[src/rtl/bp_pkg.sv]
// Shared definitions for the perceptron branch predictor and its update path.
// Provides default field widths, the training threshold, a ceil-log2 helper
// and the layout of the in-flight prediction record {addr, hist, sum, taken}.
package bp_pkg;

  localparam int unsigned BP_ADDR_W = 64;
  localparam int unsigned BP_HIST_W = 64;
  localparam int unsigned BP_SUM_W  = 16;
  localparam int unsigned BP_THETA  = 2 * BP_HIST_W + 14;

  function automatic int unsigned clog2(input int unsigned v);
    int unsigned r;
    r = 0;
    for (int unsigned i = 0; i < 32; i++) begin
      if ((32'd1 << i) < v) r = i + 1;
    end
    return r;
  endfunction

  // Packed record width for a given set of field widths.
  function automatic int unsigned rec_width(input int unsigned addr_w,
                                            input int unsigned hist_w,
                                            input int unsigned sum_w);
    return addr_w + hist_w + sum_w + 1;
  endfunction

  localparam int unsigned BP_REC_W = rec_width(BP_ADDR_W, BP_HIST_W, BP_SUM_W);

  // Record layout at the default widths, MSB first.
  typedef struct packed {
    logic [BP_ADDR_W-1:0]        addr;
    logic [BP_HIST_W-1:0]        hist;
    logic signed [BP_SUM_W-1:0]  sum;
    logic                        taken;
  } bp_rec_t;

endpackage

[src/rtl/bp_sync_fifo.sv]
// Generic synchronous FIFO with flush.
//   clk, rst_n   : clock, asynchronous active-low reset
//   flush        : synchronous clear of pointers/occupancy (wins over push/pop)
//   push, wdata  : write request and data (ignored when full)
//   pop, rdata   : read request (ignored when empty); rdata shows head entry
//   occupancy    : entries held; full/empty derived from it
module bp_sync_fifo
  import bp_pkg::*;
#(
  parameter int unsigned WIDTH = 8,
  parameter int unsigned DEPTH = 8
) (
  input  logic                    clk,
  input  logic                    rst_n,
  input  logic                    flush,
  input  logic                    push,
  input  logic [WIDTH-1:0]        wdata,
  input  logic                    pop,
  output logic [WIDTH-1:0]        rdata,
  output logic [clog2(DEPTH):0]   occupancy,
  output logic                    full,
  output logic                    empty
);

  localparam int unsigned PTR_W = clog2(DEPTH);

  logic [WIDTH-1:0] mem_q [DEPTH];
  logic [PTR_W-1:0] wr_ptr_q, wr_ptr_d;
  logic [PTR_W-1:0] rd_ptr_q, rd_ptr_d;
  logic [PTR_W:0]   occ_q, occ_d;
  logic             push_ok, pop_ok;

  assign full    = (occ_q == (PTR_W+1)'(DEPTH));
  assign empty   = (occ_q == '0);
  assign push_ok = push && !full && !flush;
  assign pop_ok  = pop && !empty && !flush;

  // DEPTH is a power of two, so the pointers wrap naturally.
  always_comb begin
    wr_ptr_d = wr_ptr_q;
    rd_ptr_d = rd_ptr_q;
    occ_d    = occ_q;
    if (flush) begin
      wr_ptr_d = '0;
      rd_ptr_d = '0;
      occ_d    = '0;
    end else begin
      if (push_ok) wr_ptr_d = wr_ptr_q + PTR_W'(1);
      if (pop_ok)  rd_ptr_d = rd_ptr_q + PTR_W'(1);
      if (push_ok && !pop_ok)      occ_d = occ_q + (PTR_W+1)'(1);
      else if (pop_ok && !push_ok) occ_d = occ_q - (PTR_W+1)'(1);
    end
  end

  always_ff @(posedge clk or negedge rst_n) begin
    if (!rst_n) begin
      wr_ptr_q <= '0;
      rd_ptr_q <= '0;
      occ_q    <= '0;
    end else begin
      wr_ptr_q <= wr_ptr_d;
      rd_ptr_q <= rd_ptr_d;
      occ_q    <= occ_d;
    end
  end

  // Storage is not reset; stale entries are unreachable once pointers clear.
  always_ff @(posedge clk) begin
    if (push_ok) mem_q[wr_ptr_q] <= wdata;
  end

  assign rdata     = mem_q[rd_ptr_q];
  assign occupancy = occ_q;

endmodule

[src/rtl/branch_resolve_queue.sv]
// In-order in-flight branch queue behind the perceptron predictor.
// Captures prediction records, pairs each arriving outcome with the oldest
// record, and emits a registered update command carrying the mispredict and
// train decisions. Also keeps saturating resolve / mispredict counters.
//   pred_*    : prediction record input (valid/ready)
//   res_*     : outcome input for oldest in-flight branch (valid/ready)
//   upd_*     : registered update command (valid/ready), 1-cycle latency
//   occupancy : entries currently held
//   stat_*    : saturating statistics, not affected by flush
module branch_resolve_queue
  import bp_pkg::*;
#(
  parameter int unsigned ADDR_W = BP_ADDR_W,
  parameter int unsigned HIST_W = BP_HIST_W,
  parameter int unsigned SUM_W  = BP_SUM_W,
  parameter int unsigned DEPTH  = 8,
  parameter int unsigned THETA  = BP_THETA,
  parameter int unsigned CNT_W  = 32
) (
  input  logic                    clk,
  input  logic                    rst_n,
  input  logic                    flush,
  input  logic                    pred_valid,
  output logic                    pred_ready,
  input  logic [ADDR_W-1:0]       pred_addr,
  input  logic                    pred_taken,
  input  logic [SUM_W-1:0]        pred_sum,
  input  logic [HIST_W-1:0]       pred_hist,
  input  logic                    res_valid,
  output logic                    res_ready,
  input  logic                    res_taken,
  output logic                    upd_valid,
  input  logic                    upd_ready,
  output logic [ADDR_W-1:0]       upd_addr,
  output logic [HIST_W-1:0]       upd_hist,
  output logic                    upd_taken,
  output logic                    upd_mispredict,
  output logic                    upd_train,
  output logic [clog2(DEPTH):0]   occupancy,
  output logic [CNT_W-1:0]        stat_branches,
  output logic [CNT_W-1:0]        stat_mispred
);

  localparam int unsigned REC_W = rec_width(ADDR_W, HIST_W, SUM_W);
  localparam logic signed [SUM_W-1:0] THETA_S = SUM_W'(THETA);

  logic [REC_W-1:0]         wr_rec, rd_rec;
  logic                     fifo_full, fifo_empty;
  logic                     push, res_fire, out_free;

  logic [ADDR_W-1:0]        rec_addr;
  logic [HIST_W-1:0]        rec_hist;
  logic signed [SUM_W-1:0]  rec_sum;
  logic                     rec_taken;
  logic                     mispredict, train;

  logic                     upd_valid_q, upd_valid_d;
  logic [ADDR_W-1:0]        upd_addr_q, upd_addr_d;
  logic [HIST_W-1:0]        upd_hist_q, upd_hist_d;
  logic                     upd_taken_q, upd_taken_d;
  logic                     upd_mispredict_q, upd_mispredict_d;
  logic                     upd_train_q, upd_train_d;
  logic [CNT_W-1:0]         stat_branches_q, stat_branches_d;
  logic [CNT_W-1:0]         stat_mispred_q, stat_mispred_d;

  assign wr_rec = {pred_addr, pred_hist, pred_sum, pred_taken};
  assign {rec_addr, rec_hist, rec_sum, rec_taken} = rd_rec;

  // Readiness uses registered occupancy only: a record pushed this cycle is
  // never resolvable in the same cycle, and a pop never frees a full slot early.
  assign out_free   = !upd_valid_q || upd_ready;
  assign pred_ready = rst_n && !flush && !fifo_full;
  assign res_ready  = rst_n && !flush && !fifo_empty && out_free;
  assign push       = pred_valid && pred_ready;
  assign res_fire   = res_valid && res_ready;

  bp_sync_fifo #(
    .WIDTH (REC_W),
    .DEPTH (DEPTH)
  ) u_fifo (
    .clk       (clk),
    .rst_n     (rst_n),
    .flush     (flush),
    .push      (push),
    .wdata     (wr_rec),
    .pop       (res_fire),
    .rdata     (rd_rec),
    .occupancy (occupancy),
    .full      (fifo_full),
    .empty     (fifo_empty)
  );

  // Train when wrong, or when the sum lies strictly inside (-THETA, THETA).
  assign mispredict = rec_taken ^ res_taken;
  assign train      = mispredict || ((rec_sum > -THETA_S) && (rec_sum < THETA_S));

  always_comb begin
    upd_valid_d      = upd_valid_q;
    upd_addr_d       = upd_addr_q;
    upd_hist_d       = upd_hist_q;
    upd_taken_d      = upd_taken_q;
    upd_mispredict_d = upd_mispredict_q;
    upd_train_d      = upd_train_q;
    if (flush) begin
      upd_valid_d = 1'b0;
    end else if (res_fire) begin
      upd_valid_d      = 1'b1;
      upd_addr_d       = rec_addr;
      upd_hist_d       = rec_hist;
      upd_taken_d      = res_taken;
      upd_mispredict_d = mispredict;
      upd_train_d      = train;
    end else if (upd_ready) begin
      upd_valid_d = 1'b0;
    end
  end

  always_comb begin
    stat_branches_d = stat_branches_q;
    stat_mispred_d  = stat_mispred_q;
    if (res_fire && (stat_branches_q != '1))
      stat_branches_d = stat_branches_q + CNT_W'(1);
    if (res_fire && mispredict && (stat_mispred_q != '1))
      stat_mispred_d = stat_mispred_q + CNT_W'(1);
  end

  always_ff @(posedge clk or negedge rst_n) begin
    if (!rst_n) begin
      upd_valid_q      <= 1'b0;
      upd_addr_q       <= '0;
      upd_hist_q       <= '0;
      upd_taken_q      <= 1'b0;
      upd_mispredict_q <= 1'b0;
      upd_train_q      <= 1'b0;
      stat_branches_q  <= '0;
      stat_mispred_q   <= '0;
    end else begin
      upd_valid_q      <= upd_valid_d;
      upd_addr_q       <= upd_addr_d;
      upd_hist_q       <= upd_hist_d;
      upd_taken_q      <= upd_taken_d;
      upd_mispredict_q <= upd_mispredict_d;
      upd_train_q      <= upd_train_d;
      stat_branches_q  <= stat_branches_d;
      stat_mispred_q   <= stat_mispred_d;
    end
  end

  assign upd_valid      = upd_valid_q;
  assign upd_addr       = upd_addr_q;
  assign upd_hist       = upd_hist_q;
  assign upd_taken      = upd_taken_q;
  assign upd_mispredict = upd_mispredict_q;
  assign upd_train      = upd_train_q;
  assign stat_branches  = stat_branches_q;
  assign stat_mispred   = stat_mispred_q;

endmodule

[config.mk]
export PLATFORM = sky130hd
export DESIGN_NAME = branch_resolve_queue
export DESIGN_NICKNAME = d
export VERILOG_FILES = /design/src/rtl/bp_pkg.sv /design/src/rtl/bp_sync_fifo.sv /design/src/rtl/branch_resolve_queue.sv
export SDC_FILE = /design/constraint.sdc
export NUM_CORES = 1
export LEC_CHECK = 0
export CAP_MARGIN = 20
export CORE_MARGIN = 2
export CORE_UTILIZATION = 29
export DETAILED_ROUTE_END_ITERATION = 16
export PLACE_DENSITY = 0.42
export SYNTH_ARGS = -nofsm -noshare
export SYNTH_HDL_FRONTEND = slang
export SYNTH_SLANG_ARGS = --single-unit
[constraint.sdc]
create_clock -name clk -period 35.2 [get_ports clk]
set_input_delay 5.28 -clock clk [delete_from_list [all_inputs] [get_ports clk]]
set_output_delay 5.28 -clock clk [all_outputs]
set_load 0.005 [all_outputs]
==> flow_metrics.env <==
export IMPL_status="finished, final reports clean"
export IMPL_slew_violations=0
export IMPL_criticalPathCategory="in2out"
export IMPL_drv_cap=0
export IMPL_clockRootBuffer="clkbuf_16"
export IMPL_path_cells="clkdlybuf4s50_1 -> nand2b_4 -> a41oi_1 -> clkdlybuf4s50_1"
export IMPL_core_area_mm2=0.176
export IMPL_yosys_warnings=0
export IMPL_stdcell_area_mm2=0.0629
export IMPL_synth_cell_area_mm2=0.0515
export IMPL_ys_types=51
export IMPL_crit_family="buffers and inverters"
export IMPL_die_h_um=426
export IMPL_hold_end="upd_hist[36]"
export IMPL_drive_above_1_share_pct=18.2
export IMPL_htree_num_levels=4
export IMPL_fin_crit_ns=12.20
export IMPL_ir_drop_mv=0.0459
export IMPL_rrSetupSlack_ns=30.60
export IMPL_crit_path_end_kind="output port"
export IMPL_syn_inst=2506
export IMPL_cts_hold_buf=0
export IMPL_post_cts_buffers=0
export IMPL_crit_fanout=9
export IMPL_syn_area_per_cell_um2=20.6
export IMPL_start_util_pct=29.2
export IMPL_clock_latency_ns=0.79
export IMPL_antenna_left=0
export IMPL_drtIter0Drc=1586
export IMPL_portBuffers=353
export IMPL_crit_arrival_ns=6.92
export IMPL_numCtsBuffers=154
export IMPL_ys_ff_latch=1366
export IMPL_r2r_end="upd_addr[4]"
export IMPL_max_freq_mhz=82.0
export IMPL_vias=25000
export IMPL_worst_r2r_cell_count=6
export IMPL_cts_tree="yes"
export IMPL_synth_seq_area_share_pct=77.6
export IMPL_wirelength_mm=131
export IMPL_skew_ns=0.0226
export IMPL_synth_edf_count=1160
export IMPL_placed_cell_area_mm2=0.0579
export IMPL_first_pass_iters=5
export IMPL_fin_ws_ns=23.00
export IMPL_hold_class="reg2reg"
export IMPL_synth_net_count=2665
export IMPL_rsz0062_at_grt="false"
export IMPL_boundaryPins=354
export IMPL_setup_viol_count_final=0
export IMPL_worst_slew_pin_slew_ns=1.04
export IMPL_dp_hpwl_mm=72.0
export IMPL_cpMaxStageDelayCell="clkdlybuf4s50_1"
export IMPL_crit_required_ns=29.92
export IMPL_dieArea_mm2=0.181
export IMPL_final_hold_violation_count=0
export IMPL_slew_headroom_pct=30.7
export IMPL_synth_flop_cell="edfxtp_1"
export IMPL_hold_path_depth=2
export IMPL_cpPeakStageDelay_ns=0.57
export IMPL_startpoint_type="input pin"
export IMPL_drcViolationCount=0
export IMPL_gp_congestion=0.710
export IMPL_layout_commonest_cell="edfxtp_1"
export IMPL_min_period_over_period_pct=34.7
export IMPL_fin_setup_tns_ns=0
export IMPL_async_flop_share_pct=15.1
export IMPL_num_rows=154
export IMPL_numClockSinks=1366
export IMPL_cts_buffer_depth=3
export IMPL_min_delay_start="upd_hist[36]"
export IMPL_grt_pass1_wl_mm=191
export IMPL_routed_via_density=4.62
export IMPL_final_cell_mix="edfxtp_1, clkdlybuf4s50_1, mux4_2, dfrtp_1, nand2_1"
export IMPL_clkSlewWorstSetupHoldPaths_ns=0.05
export IMPL_syn_to_final_growth_pct=22.1
export IMPL_cp_buffers_inverters=2
export IMPL_critPathMostFrequentCell="clkdlybuf4s50_1"
export IMPL_postCtsResizedCells=0
export IMPL_leakage_nw=21.3
export IMPL_overflow=0
export IMPL_antenna_found_initial=40
export IMPL_grt_usage_pct=14.6
export IMPL_reg2reg_from="u_fifo.rd_ptr_q[0]"
export IMPL_nNetsFinal=3093
export IMPL_die_w_um=426
export IMPL_grt_max_degree=126
export IMPL_pre_cts_ws_ns=22.98
export IMPL_grt_pass1_vias=27400
export IMPL_avgRoutedWirePerCell_um=24.2
export IMPL_powerDensity_mw_per_mm2=63.2
==> cell type report <==
type / instances / area [um2]
inverter: 16 / 67.6
antenna: 11 / 27.5
fill: 16300 / 113000
sequential: 1366 / 40000
tap: 2340 / 2930
clock buffer: 211 / 4240
multi-input combinational: 1003 / 11000
timing repair buffer: 393 / 3950
clock inverter: 77 / 753
==> how the worst max path moves through the flow <==
stage / start / endpoint / slack, ns / cells past startpoint
2_1_floorplan: flush / u_fifo.mem_q[4][0] / 13.32 / 5
3_3_place_gp: flush / res_ready / 22.91 / 4
3_5_place_dp: flush / pred_ready / 22.98 / 4
4_1_cts: flush / pred_ready / 22.97 / 4
5_1_grt: flush / pred_ready / 22.90 / 4
6_report: flush / pred_ready / 23.00 / 4
==> logic make-up (layout without fill, tap and decap cells) <==
logic type / Yosys count / in the layout / share of synthesized area, %
buf+inv: 137 / 697 / 1.21
other cells: 0 / 11 / 0
fa+ha+maj: 7 / 7 / 0.185
compound gates: 176 / 176 / 1.84
simple gates: 317 / 317 / 2.89
flops: 1366 / 1366 / 77.6
xor+xnor: 66 / 66 / 1.12
mux: 437 / 437 / 15.2
==> state kept, by name (all words and copies together), names as in the netlist, 3 cells and up <==
| register | flops |
|---|---|
| stat_mispred | 32 |
| u_fifo.occupancy | 4 |
| u_fifo.mem_q | 1160 |
| upd_hist | 64 |
| upd_addr | 64 |
| stat_branches | 32 |
| u_fifo.wr_ptr_q | 3 |
| u_fifo.rd_ptr_q | 3 |
==> worst min-delay path, stage by stage (launching register included) <==
cell and delay, ns:
dfrtp_1 0.34, nand2_1 0.04, o21ai_0 0.06
==> power breakdown <==
part	switching, mW	internal [mW]	total, mW
combinational	0.215	0.270	0.486
sequential	0.0714	1.85	1.92
clock	0.649	0.922	1.57
total	0.936	3.04	3.98
==> Yosys cell counts, drive strengths merged (20+ instances only) <==
| master | count | share of area, % |
|---|---|---|
| edfxtp | 1160 | 68 |
| mux4 | 275 | 12 |
| dfrtp | 206 | 10 |
| nand2 | 185 | 1.3 |
| mux2i | 161 | 3.1 |
| o21ai | 132 | 1.3 |
| clkbuf | 64 | 0.47 |
| buf | 57 | 0.63 |
| xnor2 | 40 | 0.68 |
| nand3 | 26 | 0.26 |
| nor2 | 26 | 0.19 |
| xor2 | 26 | 0.44 |
| and3 | 20 | 0.28 |
==> metrics by stage <==
step | cells | utilization (%) | power (mW) | hold WS [ns]
after global placement | 5118 | 32.9 | 2.45 | 0.462
after detailed placement | 5118 | 32.9 | 2.46 | 0.473
after global routing | 5414 | 35.7 | 4.15 | 0.504
final | 5417 | 35.7 | 3.98 | 0.481
after floorplan | 2506 | - | 2.15 | 0.470
after CTS | 5406 | 35.7 | 4.05 | 0.485
==> layer usage <==
layer	vias to the layer above	wire length, um	global-route usage, %
li1	11000	-	-
met1	13300	53700	17.7
met2	504	67400	25.1
met3	234	6550	3.60
met4	36	3310	5.12
met5	-	236	0
Note: power is estimated with default switching activity, not from simulation.
